## src/rtl/seg_scan_driver_if.sv

```systemverilog
`default_nettype none
// ============================================================================
//  Module     : seg_scan_driver_if
//  Description: Display data bus between a character source (master) and
//               the 7-segment scan driver (slave). Six 4-bit character
//               codes, six decimal-point requests and a display enable.
//  Revision   : 1.0  initial release
// ============================================================================
interface seg_scan_driver_if;
    // [23:20] = digit 0 (leftmost) ... [3:0] = digit 5
    logic [23:0] data_in;
    // bit i requests the decimal point of digit i
    logic [5:0]  dp_in;
    // 1 = display on, 0 = all digits dark (scan keeps running)
    logic        en;

    modport master (
        output data_in,
        output dp_in,
        output en
    );

    modport slave (
        input  data_in,
        input  dp_in,
        input  en
    );
endinterface
`default_nettype wire

```

## src/rtl/seg_scan_driver.sv

```systemverilog
`default_nettype none
// ============================================================================
//  Module     : seg_scan_driver
//  Description: Time-multiplexed driver for a 6-digit common-anode 7-segment
//               display. A frame of six character codes is captured into a
//               shadow register only at frame boundaries so the visible
//               content never tears. Each digit slot begins with a short
//               blank to suppress ghosting. All pin outputs are registered.
//  Revision   : 1.0  initial release
// ============================================================================
module seg_scan_driver #(
    parameter int SCAN_CNT  = 49_999,  // clk cycles per digit slot, minus 1
    parameter int BLANK_CYC = 500,     // blanked cycles at slot start, < SCAN_CNT
    parameter int CHAR_MODE = 0        // 0 = HELLO charset, 1 = hex charset
) (
    input  wire logic         clk,
    input  wire logic         rst_n,
    seg_scan_driver_if.slave  bus,
    output logic [5:0]        sel,
    output logic [7:0]        seg,
    output logic              frame_tick
);

    // ------------------------------------------------------------------------
    // Constants
    // ------------------------------------------------------------------------
    localparam int CNT_W = (SCAN_CNT > 1) ? $clog2(SCAN_CNT + 1) : 1;

    localparam logic [CNT_W-1:0] C_CNT_MAX   = CNT_W'(SCAN_CNT);
    localparam logic [CNT_W-1:0] C_BLANK     = CNT_W'(BLANK_CYC);
    localparam logic [2:0]       C_IDX_LAST  = 3'd5;
    localparam logic [23:0]      C_DATA_RST  = 24'h555555;
    localparam logic [5:0]       C_DP_RST    = 6'h00;
    localparam logic [5:0]       C_SEL_OFF   = 6'h3F;
    localparam logic [7:0]       C_SEG_OFF   = 8'hFF;
    localparam logic [6:0]       C_GLYPH_OFF = 7'h7F;

    // ------------------------------------------------------------------------
    // State
    // ------------------------------------------------------------------------
    logic [CNT_W-1:0] cnt_q,          cnt_d;
    logic [2:0]       idx_q,          idx_d;
    logic [23:0]      shadow_data_q,  shadow_data_d;
    logic [5:0]       shadow_dp_q,    shadow_dp_d;
    logic [5:0]       sel_q,          sel_d;
    logic [7:0]       seg_q,          seg_d;
    logic             frame_tick_q,   frame_tick_d;

    // Combinational helpers
    logic             w_slot_end;
    logic             w_frame_end;
    logic [3:0]       w_code;
    logic             w_dp;
    logic [6:0]       w_glyph;

    // ------------------------------------------------------------------------
    // Slot / frame boundary detection
    // ------------------------------------------------------------------------
    // A frame ends on the last cycle of the digit-5 slot.
    always_comb begin
        w_slot_end  = (cnt_q == C_CNT_MAX);
        w_frame_end = w_slot_end && (idx_q >= C_IDX_LAST);
    end

    // ------------------------------------------------------------------------
    // Scan counters: cnt sweeps one slot, idx steps through the six digits
    // ------------------------------------------------------------------------
    always_comb begin
        cnt_d = cnt_q + CNT_W'(1);
        idx_d = idx_q;
        if (w_slot_end) begin
            cnt_d = '0;
            // >= keeps the scan self-recovering should idx ever leave 0..5
            idx_d = (idx_q >= C_IDX_LAST) ? 3'd0 : idx_q + 3'd1;
        end
    end

    // ------------------------------------------------------------------------
    // Shadow frame: reloaded only as idx wraps 5 -> 0, so every digit of a
    // displayed frame comes from the same snapshot of the bus
    // ------------------------------------------------------------------------
    always_comb begin
        shadow_data_d = shadow_data_q;
        shadow_dp_d   = shadow_dp_q;
        frame_tick_d  = 1'b0;
        if (w_frame_end) begin
            shadow_data_d = bus.data_in;
            shadow_dp_d   = bus.dp_in;
            frame_tick_d  = 1'b1;
        end
    end

    // ------------------------------------------------------------------------
    // Pick the character code and dp request of the digit currently scanned
    // ------------------------------------------------------------------------
    always_comb begin
        w_code = 4'hF;
        w_dp   = 1'b0;
        case (idx_q)
            3'd0: begin w_code = shadow_data_q[23:20]; w_dp = shadow_dp_q[0]; end
            3'd1: begin w_code = shadow_data_q[19:16]; w_dp = shadow_dp_q[1]; end
            3'd2: begin w_code = shadow_data_q[15:12]; w_dp = shadow_dp_q[2]; end
            3'd3: begin w_code = shadow_data_q[11:8];  w_dp = shadow_dp_q[3]; end
            3'd4: begin w_code = shadow_data_q[7:4];   w_dp = shadow_dp_q[4]; end
            3'd5: begin w_code = shadow_data_q[3:0];   w_dp = shadow_dp_q[5]; end
            default: begin w_code = 4'hF; w_dp = 1'b0; end
        endcase
    end

    // ------------------------------------------------------------------------
    // Character decode, active-low segments {g,f,e,d,c,b,a}
    // ------------------------------------------------------------------------
    generate
        if (CHAR_MODE == 1) begin : g_hex
            // Hex digits 0-F
            always_comb begin
                w_glyph = C_GLYPH_OFF;
                case (w_code)
                    4'h0: w_glyph = 7'h40;
                    4'h1: w_glyph = 7'h79;
                    4'h2: w_glyph = 7'h24;
                    4'h3: w_glyph = 7'h30;
                    4'h4: w_glyph = 7'h19;
                    4'h5: w_glyph = 7'h12;
                    4'h6: w_glyph = 7'h02;
                    4'h7: w_glyph = 7'h78;
                    4'h8: w_glyph = 7'h00;
                    4'h9: w_glyph = 7'h10;
                    4'hA: w_glyph = 7'h08;
                    4'hB: w_glyph = 7'h03;
                    4'hC: w_glyph = 7'h46;
                    4'hD: w_glyph = 7'h21;
                    4'hE: w_glyph = 7'h06;
                    4'hF: w_glyph = 7'h0E;
                    default: w_glyph = C_GLYPH_OFF;
                endcase
            end
        end else begin : g_hello
            // H, E, L, L, O; every other code is a blank digit
            always_comb begin
                w_glyph = C_GLYPH_OFF;
                case (w_code)
                    4'h0: w_glyph = 7'h09;
                    4'h1: w_glyph = 7'h06;
                    4'h2: w_glyph = 7'h47;
                    4'h3: w_glyph = 7'h47;
                    4'h4: w_glyph = 7'h40;
                    default: w_glyph = C_GLYPH_OFF;
                endcase
            end
        end
    endgenerate

    // ------------------------------------------------------------------------
    // Next pin values: dark when disabled, blank at slot start, else glyph.
    // The shift yields exactly one low sel bit (none for an invalid idx).
    // ------------------------------------------------------------------------
    always_comb begin
        sel_d = C_SEL_OFF;
        seg_d = C_SEG_OFF;
        if (bus.en) begin
            sel_d = ~(6'b00_0001 << idx_q);
            if (cnt_q >= C_BLANK) begin
                seg_d = {~w_dp, w_glyph};
            end
        end
    end

    // ------------------------------------------------------------------------
    // State and output registers; reset aborts any slot in progress
    // ------------------------------------------------------------------------
    always_ff @(posedge clk or negedge rst_n) begin
        if (!rst_n) begin
            cnt_q         <= '0;
            idx_q         <= 3'd0;
            shadow_data_q <= C_DATA_RST;
            shadow_dp_q   <= C_DP_RST;
            sel_q         <= C_SEL_OFF;
            seg_q         <= C_SEG_OFF;
            frame_tick_q  <= 1'b0;
        end else begin
            cnt_q         <= cnt_d;
            idx_q         <= idx_d;
            shadow_data_q <= shadow_data_d;
            shadow_dp_q   <= shadow_dp_d;
            sel_q         <= sel_d;
            seg_q         <= seg_d;
            frame_tick_q  <= frame_tick_d;
        end
    end

    assign sel        = sel_q;
    assign seg        = seg_q;
    assign frame_tick = frame_tick_q;

endmodule
`default_nettype wire

```

## src/flat_wrapper.sv

```systemverilog
// flat-port wrapper written by rule: the top's interface ports become plain ports
module seg_scan_driver_flat 
#(
    parameter int SCAN_CNT  = 49_999,                                       
    parameter int BLANK_CYC = 500,                                                
    parameter int CHAR_MODE = 0                                             
)
  (clk, rst_n, sel, seg, frame_tick, bus_data_in, bus_dp_in, bus_en);
  seg_scan_driver_if bus_i ();
  input  wire logic clk;
  input  wire logic rst_n;
  output logic [5:0] sel;
  output logic [7:0] seg;
  output logic frame_tick;
  input wire logic [$bits(bus_i.data_in)-1:0] bus_data_in;
  input wire logic [$bits(bus_i.dp_in)-1:0] bus_dp_in;
  input wire logic [$bits(bus_i.en)-1:0] bus_en;
  assign bus_i.data_in = bus_data_in;
  assign bus_i.dp_in = bus_dp_in;
  assign bus_i.en = bus_en;
  seg_scan_driver #(.SCAN_CNT(SCAN_CNT), .BLANK_CYC(BLANK_CYC), .CHAR_MODE(CHAR_MODE)) u_core (.clk(clk), .rst_n(rst_n), .bus(bus_i), .sel(sel), .seg(seg), .frame_tick(frame_tick));
endmodule
```

## config.mk

```make
export PLATFORM = sky130hd
export DESIGN_NAME = seg_scan_driver_flat
export DESIGN_NICKNAME = d
export VERILOG_FILES = /design/src/rtl/seg_scan_driver_if.sv /design/src/rtl/seg_scan_driver.sv /design/src/flat_wrapper.sv
export SDC_FILE = /design/constraint.sdc
export NUM_CORES = 1
export LEC_CHECK = 0
export BUFFER_PORTS_ARGS = -buffer_cell sky130_fd_sc_hd__buf_2
export CAP_MARGIN = 5
export CORE_UTILIZATION = 51
export DETAILED_ROUTE_END_ITERATION = 10
export GPL_TIMING_DRIVEN = 0
export PLACE_DENSITY_LB_ADDON = 0.1
export SYNTH_ARGS = -nofsm -noshare
export SYNTH_HDL_FRONTEND = slang
export SYNTH_SLANG_ARGS = --single-unit
```

## constraint.sdc

```tcl
create_clock -name clk -period 2 [get_ports clk]
set_input_delay 0.1 -clock clk [delete_from_list [all_inputs] [get_ports clk]]
set_output_delay 0.1 -clock clk [all_outputs]
set_load 0.005 [all_outputs]
```

==> results.toml, run 1 <==
[sta]
tightest_slew_ps = 750.7
clock.fmax_mhz = 482.9
skew_ps = 13.36
rsz0062_at_grt = "yes"
slew_headroom = 0.4995
final_max_slew_viol_count = 0
period_share = 1.035
fin_ws_ps = -70.95
finalHoldViolCount = 0
layout_min_cycle_time_ps = 2071
finalSetupViolCount = 31

[finish]
layout_common_cells = "buf_2, dfrtp_1, mux2_4, dlygate4sd3_1, dfstp_2"
antenna_cells = 0
layout-area-overhead-vs-synth_pct = 32.46
fillCellCount = 384
final_nets = 372
layout_commonest_cell = "buf_2"
drive_gt1_frac = 0.4451

[global_routing]
grt_pass1_wl_microns = 10390
grt_max_degree = 35
grt_pass1_vias = 2087
overflow = 0
grt_usage = 0.2326
antenna_found_initial = 0

[detailed_routing]
wl_per_cell_microns = 16.07
drt_iter0_drc = 138
postRouteAntennaNets = 0
drt-total-wl_microns = 6572
viasPerCell = 5.254
vias = 2149
dr.pass1.iters = 4
drc = 0

[worst_setup_path]
cp-end-kind = "register"
crit_path_start_kind = "register"
rr_startpoint = "u_core.cnt_q[10]$_DFF_PN0_"
r2r_cells = 7
crit_chain = "or4_4 -> nor2_4 -> nand4_4 -> nor2_8 -> buf_12 -> buf_12 -> mux2_4"
regToRegEndpoint = "u_core.shadow_data_q[9]$_DFFE_PN0P_"
cp_slowest_cell = "or4_4"
required_ps = 2210
crit_path_max_incr_delay_ps = 580
cpMostUsedCell = "buf_12"
crit_type = "register to register"
r2r_setup_slack_ps = -70
critPathMaxFanout = 10
cp_data_arrival_time_ps = 2280

[clock_network]
cts_tree = "built"
clockRootBuffer = "clkbuf_8"
htree_levels = 3
cts_made_buffers = 9
clockBufferDepth = 2
cts.sinks = 62
clk_latency_ps = 340
cts.clk_slew.worst_paths_ps = 60

[power_and_ir_drop]
static-leakage-power_uw = 0.001822
ir_worst_vdd_mv = 0.4144
p_total_uw = 2333
power_density_mw_per_mm2 = 587.2

[floorplanning]
die_h_microns = 78.69
die_w_microns = 78.69
rows = 27
start_util = 0.5380
dieArea_sq_mm = 0.006191
core_sq_mm = 0.005574
pin_count = 48

[worst_hold_path]
worstHoldStart = "bus_data_in[23]"
whs_path_depth = 2
hold_path_end = "u_core.shadow_data_q[23]$_DFFE_PN0P_"
min_path_type = "primary input to register"

[synth]
syn_inst = 231
synth_fp_nets = 271
synth_edf_count = 0
ys_types = 47
ys_seq_area_frac = 0.5273
ys_seq_elements = 62
synthFlopType = "dfrtp_1"
syn_area_per_cell_sq_um = 12.98
ys_async_sr_fraction = 1.000
netlist_area_sq_mm = 0.002999
yosysWarnings = 0

[placed_design]
hpwl_microns = 4135
pre_cts_ws_ps = -306.5
port_buffers = 47
routabilityCongestion = 0.8296

[flow_run]
cap_violations = 0

[status]
status = "complete, but fails checks"
violations = "setup timing"
[layer usage]
layer  up-vias  GRT usage  wire length [microns]
li1       1025          -                      -
met3         8    0.07791                    293
met5         -          0                      0
met2        70     0.3409                   2998
met4         0    0.08519                     82
met1      1046     0.3193                   3197
[cell families (layout without fill, tap and decap cells)]
| kind of cell | count (synthesis) | count (layout) | share of synthesized area |
|---|---|---|---|
| AOI/OAI and AO/OA | 29 | 29 | 0.07259 |
| xor gates and xnor gates | 15 | 15 | 0.04381 |
| adders and majority gates | 7 | 7 | 0.02920 |
| buffers and inverters | 18 | 124 | 0.04172 |
| DFF | 62 | 62 | 0.5273 |
| muxes | 32 | 32 | 0.1573 |
| and+or+nand+nor | 68 | 68 | 0.1281 |
[worst max path at each step]
| stage | start | end |
|---|---|---|
| after floorplan | u_core.cnt_q[10]$_DFF_PN0_ | u_core.shadow_data_q[11]$_DFFE_PN0P_ |
| after global placement | u_core.idx_q[1]$_DFFE_PN0N_ | u_core.seg[3]$_DFF_PN1_ |
| after detailed placement | u_core.idx_q[1]$_DFFE_PN0N_ | u_core.seg[3]$_DFF_PN1_ |
| after CTS | u_core.cnt_q[13]$_DFF_PN0_ | u_core.shadow_dp_q[1]$_DFFE_PN0P_ |
| after global routing | u_core.cnt_q[10]$_DFF_PN0_ | u_core.shadow_data_q[9]$_DFFE_PN0P_ |
| final | u_core.cnt_q[10]$_DFF_PN0_ | u_core.shadow_data_q[9]$_DFFE_PN0P_ |
[synthesized netlist by cell type (2+ instances only)]
| cell type | count | area share |
|---|---|---|
| a21oi_1 | 4 | 0.0067 |
| a221oi_1 | 2 | 0.0058 |
| a222oi_1 | 2 | 0.0067 |
| a22oi_1 | 4 | 0.010 |
| and4_1 | 3 | 0.0088 |
| buf_12 | 3 | 0.020 |
| buf_4 | 2 | 0.0050 |
| clkbuf_1 | 5 | 0.0063 |
| dfrtp_1 | 38 | 0.32 |
| dfstp_2 | 24 | 0.21 |
| ha_1 | 7 | 0.029 |
| inv_1 | 7 | 0.0088 |
| mux2_4 | 30 | 0.15 |
| nand2_1 | 17 | 0.021 |
| nand3_1 | 11 | 0.018 |
| nand4_1 | 5 | 0.010 |
| nor2_1 | 16 | 0.020 |
| nor2b_1 | 4 | 0.0083 |
| nor3_1 | 2 | 0.0033 |
| o21ai_1 | 5 | 0.0083 |
| xnor2_1 | 8 | 0.023 |
| xor2_1 | 7 | 0.020 |
[flip-flops by register name (all words and copies together), names as in the netlist]
register	cells
u_core.cnt_q	16
u_core.seg	6
u_core.frame_tick	1
u_core.shadow_dp_q	6
u_core.shadow_data_q	24
u_core.idx_q	3
u_core.sel	6
[power by group]
group	leakage, uW	total [uW]	switching (uW)	internal (uW)
registers	0.000763	1260	0.207	1260
clock network	0.0000905	964	449	515
logic	0.000968	111	44.3	66.4
[stage by stage]
step / TNS, ps / hold WS [ps] / utilization / cell area [sq um] / cells
floorplan: 0 / -195.6 / - / 2999 / 231
global placement: -3884 / 318.6 / 0.5964 / 3324 / 350
detailed placement: -4216 / 218.5 / 0.6000 / 3344 / 351
CTS: -1918 / 1.363 / 0.6956 / 3877 / 400
global route: -3113 / 1.728 / 0.7127 / 3973 / 409
finish: -1090 / 18.42 / 0.7127 / 3973 / 409
[timing repair]
action | CTS | global route
hold endpoints to repair | 46 | 5
pin swaps | 3 | 5
setup buffers | 8 | 4
setup endpoints to repair | 46 | 45
gates cloned | 1 | 0
hold buffers | 25 | 5
gates resized for setup | 4 | 10
[cell type report]
class | count | area, sq um | area share
buffer | 10 | 102.6 | 0.02583
clock buffer | 14 | 162.7 | 0.04094
clock inverter | 2 | 10.01 | 0.002520
inverter | 7 | 26.28 | 0.006614
multi-input combinational | 151 | 1306 | 0.3288
sequential | 62 | 1584 | 0.3987
tap | 72 | 90.09 | 0.02268
timing repair buffer | 91 | 690.7 | 0.1739
[worst max-delay path: cells and delay by family, from the launching register on]
kind | cells | cell delay, ps
buffers and inverters | 2 | 270
AND/OR/NAND/NOR | 4 | 970
multiplexers | 1 | 310
flip-flops | 1 | 390
(Power assumes the default switching activity.)
==> run 2: changes to the inputs <==
- CORE_UTILIZATION: 51 -> 58
- clock period: 2 -> 2.6 ns (I/O delays scaled with it)
==> run 2 against run 1 <==
Net effect: the run now ends clean; first-iteration DRC count fell by 1.4%; non-clock buffer count fell by 41; critical path depth is 1 higher; clock power up 0.5%; critical path type unchanged; maximum frequency fell by 12%; final area decreased by 9.8%.
==> results.toml, run 2 (synthesized netlist as in run 1, its figures left out) <==
[status]
status = "finished, final reports clean"

[placed_design]
routabilityCongestion = 0.8454
placed_area_sq_mm = 0.003338
pre_cts_ws_ps = 273.9
port_buffers = 47
hpwl_microns = 4056

[worst_setup_path]
crit_path_start_kind = "register"
cp_slowest_cell = "dfrtp_1"
r2r_cells = 8
cp_data_arrival_time_ps = 2630
cp_num_buf_inv = 2
required_ps = 2860
crit_chain = "inv_1 -> ha_1 -> clkbuf_1 -> a221oi_1 -> a21oi_1 -> a211oi_1 -> xor2_1 -> nand2_1"
r2r_setup_slack_ps = 240
regToRegEndpoint = "u_core.seg[3]$_DFF_PN1_"
crit_path_max_incr_delay_ps = 520
critPathMaxFanout = 10
crit_family = "compound AO/OA/AOI/OAI gates"
cp-end-kind = "register"
rr_startpoint = "u_core.idx_q[1]$_DFFE_PN0N_"
crit_type = "register to register"

[sta]
finalHoldViolCount = 0
hold_ws_ps = 24.76
finalSetupViolCount = 0
layout_min_cycle_time_ps = 2363
tightest_slew_ps = 609.4
clock.fmax_mhz = 423.2
tns_ps = 0
final_max_slew_viol_count = 0
rsz0062_at_grt = "no"
slew_headroom = 0.5910
fin_ws_ps = 237.1
period_share = 0.9088
skew_ps = 8.025

[global_routing]
grt_pass1_vias = 2060
grt_max_degree = 38
grt_pass1_wl_microns = 9735
grt_usage = 0.2498
overflow = 0
antenna_found_initial = 0

[detailed_routing]
drt_iter0_drc = 136
drt-total-wl_microns = 5961
dr.pass1.iters = 5
wl_per_cell_microns = 16.42
vias = 2003
viasPerCell = 5.518
postRouteAntennaNets = 0
drc = 0

[finish]
final_cell_area_sq_mm = 0.003582
layout_common_cells = "buf_2, dfrtp_1, mux2_4, dfstp_2, nand2_1"
layout-area-overhead-vs-synth_pct = 19.44
drive_gt1_frac = 0.4392
antenna_cells = 0
regMostFlops = "u_core.shadow_data_q"
final_nets = 331
largest_reg_flops = 24
layout_commonest_cell = "buf_2"
reg_top3 = "u_core.shadow_data_q (24), u_core.cnt_q (16)"

[floorplanning]
die_w_microns = 73.91
start_util = 0.6186
rows = 25
dieArea_sq_mm = 0.005463
die_h_microns = 73.91
pin_count = 48
core_sq_mm = 0.004848

[clock_network]
htree_levels = 3
clockRootBuffer = "clkbuf_8"
cts.clk_slew.worst_paths_ps = 60
cts.sinks = 62
cts_tree = "built"
cts_made_buffers = 9
clk_latency_ps = 330
clockBufferDepth = 2

[power_and_ir_drop]
static-leakage-power_uw = 0.001651
ir_worst_vdd_mv = 0.3961
p_total_uw = 1989
power_density_mw_per_mm2 = 555.3

[worst_hold_path]
worstHoldStart = "bus_dp_in[2]"
whs_path_depth = 2
hold_path_end = "u_core.shadow_dp_q[2]$_DFFE_PN0P_"
min_path_type = "primary input to register"

[flow_run]
cap_violations = 0
[run 2: worst max-delay path by stage]
| stage | start | cells past startpoint | slack, ps | endpoint |
|---|---|---|---|---|
| floorplan | u_core.cnt_q[10]$_DFF_PN0_ | 6 | 580 | u_core.shadow_data_q[11]$_DFFE_PN0P_ |
| finish | u_core.idx_q[1]$_DFFE_PN0N_ | 8 | 240 | u_core.seg[3]$_DFF_PN1_ |
| CTS | u_core.idx_q[1]$_DFFE_PN0N_ | 8 | 270 | u_core.seg[3]$_DFF_PN1_ |
| detailed placement | u_core.idx_q[1]$_DFFE_PN0N_ | 8 | 270 | u_core.seg[3]$_DFF_PN1_ |
| global route | u_core.idx_q[1]$_DFFE_PN0N_ | 8 | 40 | u_core.seg[3]$_DFF_PN1_ |
| global placement | u_core.idx_q[1]$_DFFE_PN0N_ | 8 | 310 | u_core.seg[3]$_DFF_PN1_ |
[run 2: repair_timing]
action,CTS,global route
resized for setup,0,0
hold endpoints to repair,10,0
setup endpoints to repair,0,0
setup buffers,0,0
hold buffers,1,0
[run 2: per-stage QoR]
| step | std cells | utilization |
|---|---|---|
| 2_1_floorplan | 231 | - |
| 3_3_place_gp | 345 | 0.6844 |
| 3_5_place_dp | 346 | 0.6885 |
| 4_1_cts | 363 | 0.7388 |
| 5_1_grt | 363 | 0.7388 |
| 6_report | 363 | 0.7388 |
[run 2: area by class of cell]
type,instances,area (sq um)
inverter,7,26.28
fill,326,1266
timing repair buffer,49,265.3
clock buffer,13,168.9
sequential,62,1582
clock inverter,3,65.06
tap,67,83.83
buffer,11,98.84
multi-input combinational,151,1292
[run 2: worst reg2reg max path, cell delays in order (launching register included)]
cell      delay (ps)
dfrtp_1          520
inv_1            160
ha_1             270
clkbuf_1         290
a221oi_1         330
a21oi_1          110
a211oi_1         370
xor2_1           180
nand2_1           70
[run 2: layer usage]
layer	part of all wire	vias up	track usage
li1	-	946	-
met1	0.43	992	0.2953
met2	0.52	56	0.4242
met3	0.038	9	0.08093
met4	0.014	0	0.09402
met5	0	-	0
[run 2: report_power, final]
group          total (uW)  switching (uW)  internal (uW)  leakage [uW]
Combinational        51.5            28.7           22.8      0.000765
Sequential            968           0.230            968      0.000767
Clock                 969             352            617      0.000120
